<file path="src/rtl/video_path_selector.sv">
// Debounced video path selector: applies a new 2-bit path address only at a frame boundary.
// Define FRAME_SYNC_EN to wait for the rising edge of vsync; otherwise a debounced change applies immediately.
module video_path_selector #(
    parameter int DEBOUNCE_CYCLES = 65536
) (
    input  logic       clk,
    input  logic       rst_n,
    input  logic [1:0] sw,
    input  logic       vsync,
    output logic [1:0] adres,
    output logic       pending,
    output logic       mode_change
);

    localparam int CNT_W = (DEBOUNCE_CYCLES > 1) ? $clog2(DEBOUNCE_CYCLES) : 1;
    localparam logic [CNT_W-1:0] CNT_MAX = CNT_W'(DEBOUNCE_CYCLES - 1);

    typedef enum logic {
        IDLE,
        ARMED
    } state_t;

    logic [1:0]       sw_meta;
    logic [1:0]       sw_s;
    logic [1:0]       cand;
    logic [1:0]       stable;
    logic [CNT_W-1:0] cnt;
    logic             apply_ok;

    state_t     state;
    state_t     state_nxt;
    logic [1:0] adres_nxt;
    logic       mode_change_nxt;

    // Two-flop synchronizer for the asynchronous, bouncing board switches.
    always_ff @(posedge clk) begin
        if (!rst_n) begin
            sw_meta <= 2'b00;
            sw_s    <= 2'b00;
        end else begin
            sw_meta <= sw;
            sw_s    <= sw_meta;
        end
    end

    // A candidate value is accepted once it has been seen unchanged long enough.
    always_ff @(posedge clk) begin
        if (!rst_n) begin
            cand   <= 2'b00;
            cnt    <= '0;
            stable <= 2'b00;
        end else if (sw_s != cand) begin
            cand <= sw_s;
            cnt  <= '0;
        end else if (cnt == CNT_MAX) begin
            stable <= cand;
        end else begin
            cnt <= cnt + 1'b1;
        end
    end

`ifdef FRAME_SYNC_EN
    logic vsync_d;

    always_ff @(posedge clk) begin
        if (!rst_n) begin
            vsync_d <= 1'b0;
        end else begin
            vsync_d <= vsync;
        end
    end

    // Only the rising edge counts, so a long vsync pulse allows a single apply.
    assign apply_ok = vsync & ~vsync_d;
`else
    logic unused_vsync;

    assign unused_vsync = vsync;
    assign apply_ok     = 1'b1;
`endif

    // ARMED always applies the latest stable value, so retargets collapse into one apply.
    always_comb begin
        state_nxt       = state;
        adres_nxt       = adres;
        mode_change_nxt = 1'b0;
        case (state)
            IDLE: begin
                if (stable != adres) begin
                    state_nxt = ARMED;
                end
            end
            ARMED: begin
                if (stable == adres) begin
                    state_nxt = IDLE;
                end else if (apply_ok) begin
                    adres_nxt       = stable;
                    mode_change_nxt = 1'b1;
                    state_nxt       = IDLE;
                end
            end
        endcase
    end

    always_ff @(posedge clk) begin
        if (!rst_n) begin
            state       <= IDLE;
            adres       <= 2'b00;
            mode_change <= 1'b0;
        end else begin
            state       <= state_nxt;
            adres       <= adres_nxt;
            mode_change <= mode_change_nxt;
        end
    end

    assign pending = (state == ARMED);

endmodule

</file>
<file path="config.mk">
export PLATFORM = sky130hd
export DESIGN_NAME = video_path_selector
export DESIGN_NICKNAME = d
export VERILOG_FILES = /design/src/rtl/video_path_selector.sv
export SDC_FILE = /design/constraint.sdc
export NUM_CORES = 1
export LEC_CHECK = 0
export BUFFER_PORTS_ARGS = -buffer_cell sky130_fd_sc_hd__buf_2
export CAP_MARGIN = 20
export CORE_MARGIN = 2
export CORE_UTILIZATION = 35
export DETAILED_ROUTE_END_ITERATION = 16
export GPL_ROUTABILITY_DRIVEN = 0
export PLACE_DENSITY = 0.57
export SLEW_MARGIN = 20
export SYNTH_ARGS = -nofsm -noshare
export SYNTH_HDL_FRONTEND = slang
export SYNTH_SLANG_ARGS = --single-unit
</file>
<file path="constraint.sdc">
create_clock -name clk -period 1.96 [get_ports clk]
set_input_delay 0.392 -clock clk [delete_from_list [all_inputs] [get_ports clk]]
set_output_delay 0.392 -clock clk [all_outputs]
set_load 0.05 [all_outputs]
</file>
==> flow_summary.rst <==
.. list-table::
   :header-rows: 1

   * - Metric
     - Value
   * - Outcome
     - complete, no violations
   * - Startpoint types
     - register
   * - Total leakage power
     - 0.0005118 uW
   * - Final hold violations
     - 0
   * - Maximum net fanout on the critical path
     - 16
   * - Fmax
     - 572.1 MHz
   * - Met2 WL
     - approximately 1.0 mm
   * - Cells taking the most area after synthesis
     - dfxtp_1 45%, mux2i_1 4.9%, nand2_1 3.7%
   * - Setup TNS
     - 0 ns
   * - Clock insertion delay at the later pin of the skew report
     - roughly 0.33 ns
   * - Overflow left after global routing
     - 0
   * - Count of fill cells added during filler insertion
     - 373
   * - Final Util
     - between 40% and 50%
   * - Part of the Yosys area used for sequential elements
     - about 45%
   * - Post-synth top area share
     - 45.44%
   * - Total of flip-flops plus latches after synthesis
     - 28
   * - Highest metal layer with signal wires
     - met4
   * - Sink count of the clock tree
     - 28
   * - Layout Area Growth over Synthesis
     - 12.78%
   * - Total routing usage reported by global routing
     - 12.34%
   * - Final ANT Viol Nets
     - 0
   * - Total of endpoints with negative setup slack in the final report
     - 0
   * - RSZ-0062 raised after global routing
     - false
   * - Number of DRC violations after detailed-routing iteration 0
     - between 60 and 70
   * - Primary FF master, synth
     - dfxtp_1
   * - Width of the chip
     - approximately 63 um
   * - Number of global-route vias before repair
     - 875
   * - Length of the first detailed-routing pass in iterations
     - 4
   * - Synthesized net count
     - 137
   * - Number of hold buffers added after CTS
     - 0
   * - Die H
     - ~63 um
   * - Longest Clk Path Bufs
     - 2
   * - Worst max-slew margin expressed relative to the limit
     - slightly above 60%
   * - Post-synthesis async set-or-reset flop share
     - 0%
   * - Comb pwr share
     - 4.0%
   * - Average via count per standard cell
     - between 5 and 6
   * - Total die area
     - 0.004016 mm^2
   * - Net switching share of the total power
     - 20.16%
   * - Via count
     - 953
   * - List of most frequent post-synthesis cells
     - 28 x dfxtp_1, 12 x nand2_1, 11 x nor2_1
   * - Effective utilization at floorplan
     - 36.68%
   * - Post-detailed-route DRC marker count
     - 0
   * - Root Buffer
     - clkbuf_4
   * - Number of setup buffers added after CTS
     - 0
   * - CTS HTree Levels
     - 1
   * - Category of the worst setup path capture point
     - register
   * - Least-Margin Pin Slew
     - 0.5890 ns
   * - Switching power summed over all nets
     - 202.7 uW
   * - Post-layout power
     - 1006 uW
   * - Number of maximum-capacitance violations
     - 0
   * - Clock tree from TritonCTS
     - yes
   * - DRT Wirelength
     - 2.216 mm
   * - Cells after synthesis
     - 131
   * - Post_cts resized
     - 0
   * - Arrival time of data at the critical path endpoint
     - 2.02 ns
   * - Cell Int Power
     - 803.0 uW
   * - First-pass GRT wire length
     - between 3 and 4 mm
   * - IR Drop Worst-Case VDD
     - 0.4021 mV
   * - Crit path time final
     - 1.748 ns
   * - Row Count
     - 21
   * - Clock network fraction of design power
     - 37.7%
   * - Cell accounting for the most synthesized area
     - dfxtp_1
   * - Most frequent cell after synthesis
     - dfxtp_1
   * - Final HPWL DP
     - between 1.5 and 2 mm
   * - Post-Synthesis Cell Area
     - 0.001234 mm^2
   * - Inserted Diodes
     - 0
   * - Clock-pin slew on the worst setup and hold paths
     - roughly 0.15 ns
   * - Routed wirelength normalized by instance count
     - 11.85 um
   * - Nets
     - around 150
   * - Syn_area_per_cell
     - 9.417 um^2
   * - Yosys warning count
     - 0
   * - Number of top-level design ports
     - 9
   * - Wire length the detailed router placed on met1
     - roughly 1.1 mm
   * - Data required time of the critical path
     - 2.23 ns
   * - Hold Path Class
     - in2reg
   * - Number of clock buffers inserted by TritonCTS
     - 3
   * - Tcrit/Tclk final
     - 89.19%
   * - Core Region
     - 0.003363 mm^2
   * - Ratio of cells with drive above 1 in the final layout
     - 12.06%
   * - Final Max Slew Viols
     - 0
   * - Number of port buffers
     - 7
   * - Part of the power in registers
     - 58.3%
   * - Largest net degree at the start of global routing
     - 17
   * - Amount of wire on met3 after detailed routing
     - 54 um
   * - Number of enable flip-flop cells after synthesis
     - 0
   * - Critical setup path kind
     - reg2reg
   * - Distinct cell type count after synthesis
     - 37
   * - Clock tree skew after final layout
     - between 0.004 and 0.005 ns
   * - Power Density
     - roughly 720 mW/mm^2
   * - Number of antenna violations at the first check in global routing
     - 0
final cells by class:
class,count,area (um^2),share of cell area [%]
inverters,1,3.754,0.2698
clock buffers,3,22.52,1.619
clock inverters,1,30.03,2.158
multi-input cells,98,646.9,46.49
flip-flops and latches,28,560.5,40.29
well taps,46,57.56,4.137
repair buffers,10,70.07,5.036
worst max-delay path: stages (launching register included):
cell     delay (ns)
dfxtp_1        0.37
ha_1           0.26
nand4_1        0.18
nor4_4         0.07
buf_12         0.16
or4_1          0.46
a21oi_1        0.18
placed cells by master (no fill, tap or decap), types with 2 or more instances in the layout:
cell type and count:
xnor2_1 2, a21oi_1 7, buf_4 2, dfxtp_1 28, nor3_1 2, nand2_1 12
nor2_1 11, nor2b_1 3, o21ai_0 2, or3_1 3, nand3_1 6, o31ai_1 4
mux2i_1 6, and2_1 7, nand4_1 4, o21ai_1 3, and4_1 3, clkbuf_4 3
xor2_1 3, buf_2 7, or4_1 4
routing by layer:
metal / global-route usage, % / vias to the layer above
li1: - / 502
met1: 15.57 / 439
met2: 20.00 / 8
met3: 3.750 / 4
met4: 4.076 / 0
met5: 0 / -
kinds of logic after synthesis:
family	Yosys count	synth area share, %
adder cells (fa/ha/maj)	1	1.014
XOR/XNOR	5	3.550
flip-flops	28	45.44
buffers and inverters	5	2.129
multiplexers	6	4.868
AND/OR/NAND/NOR	62	30.43
AO/OA/AOI/OAI	24	12.58
power by group through the flow:
| stage | Clock, uW | Combinational, uW | Sequential, uW |
|---|---|---|---|
| floorplan | 0 | 29.0 | 597 |
| global placement | 0 | 39.9 | 598 |
| detailed placement | 0 | 40.5 | 599 |
| CTS | 396 | 40.6 | 586 |
| global route | 414 | 46.2 | 588 |
| finish | 380 | 40.2 | 586 |
final timing paths:
kind / startpoint / to / slack, ns / depth (start not counted)
hold reg to reg: sw_meta[1] / sw_s[1] / 0.45 / 1
setup reg to reg: cnt[0] / cnt[9] / 0.21 / 6
setup / recovery: cnt[0] / cnt[9] / 0.21 / 6
hold / removal: sw[1] / sw_meta[1] / 0.25 / 2
flip-flops by register name, indices dropped and copies added, names as in the netlist:
name	cells
adres	2
cand	2
cnt	16
mode_change	1
pending	1
stable	2
sw_meta	2
sw_s	2
per-stage QoR:
stage               cells  worst slack (ns)  hold slack [ns]  instance area [um^2]
floorplan             131            0.2876           0.4119                  1234
global route          187           0.09239           0.2270                  1391
global placement      183            0.2846           0.4165                  1339
finish                187            0.2119           0.2544                  1391
CTS                   187            0.1925           0.2347                  1391
detailed placement    183            0.2464           0.4196                  1339
No activity file was read; power rests on OpenSTA's default activity.
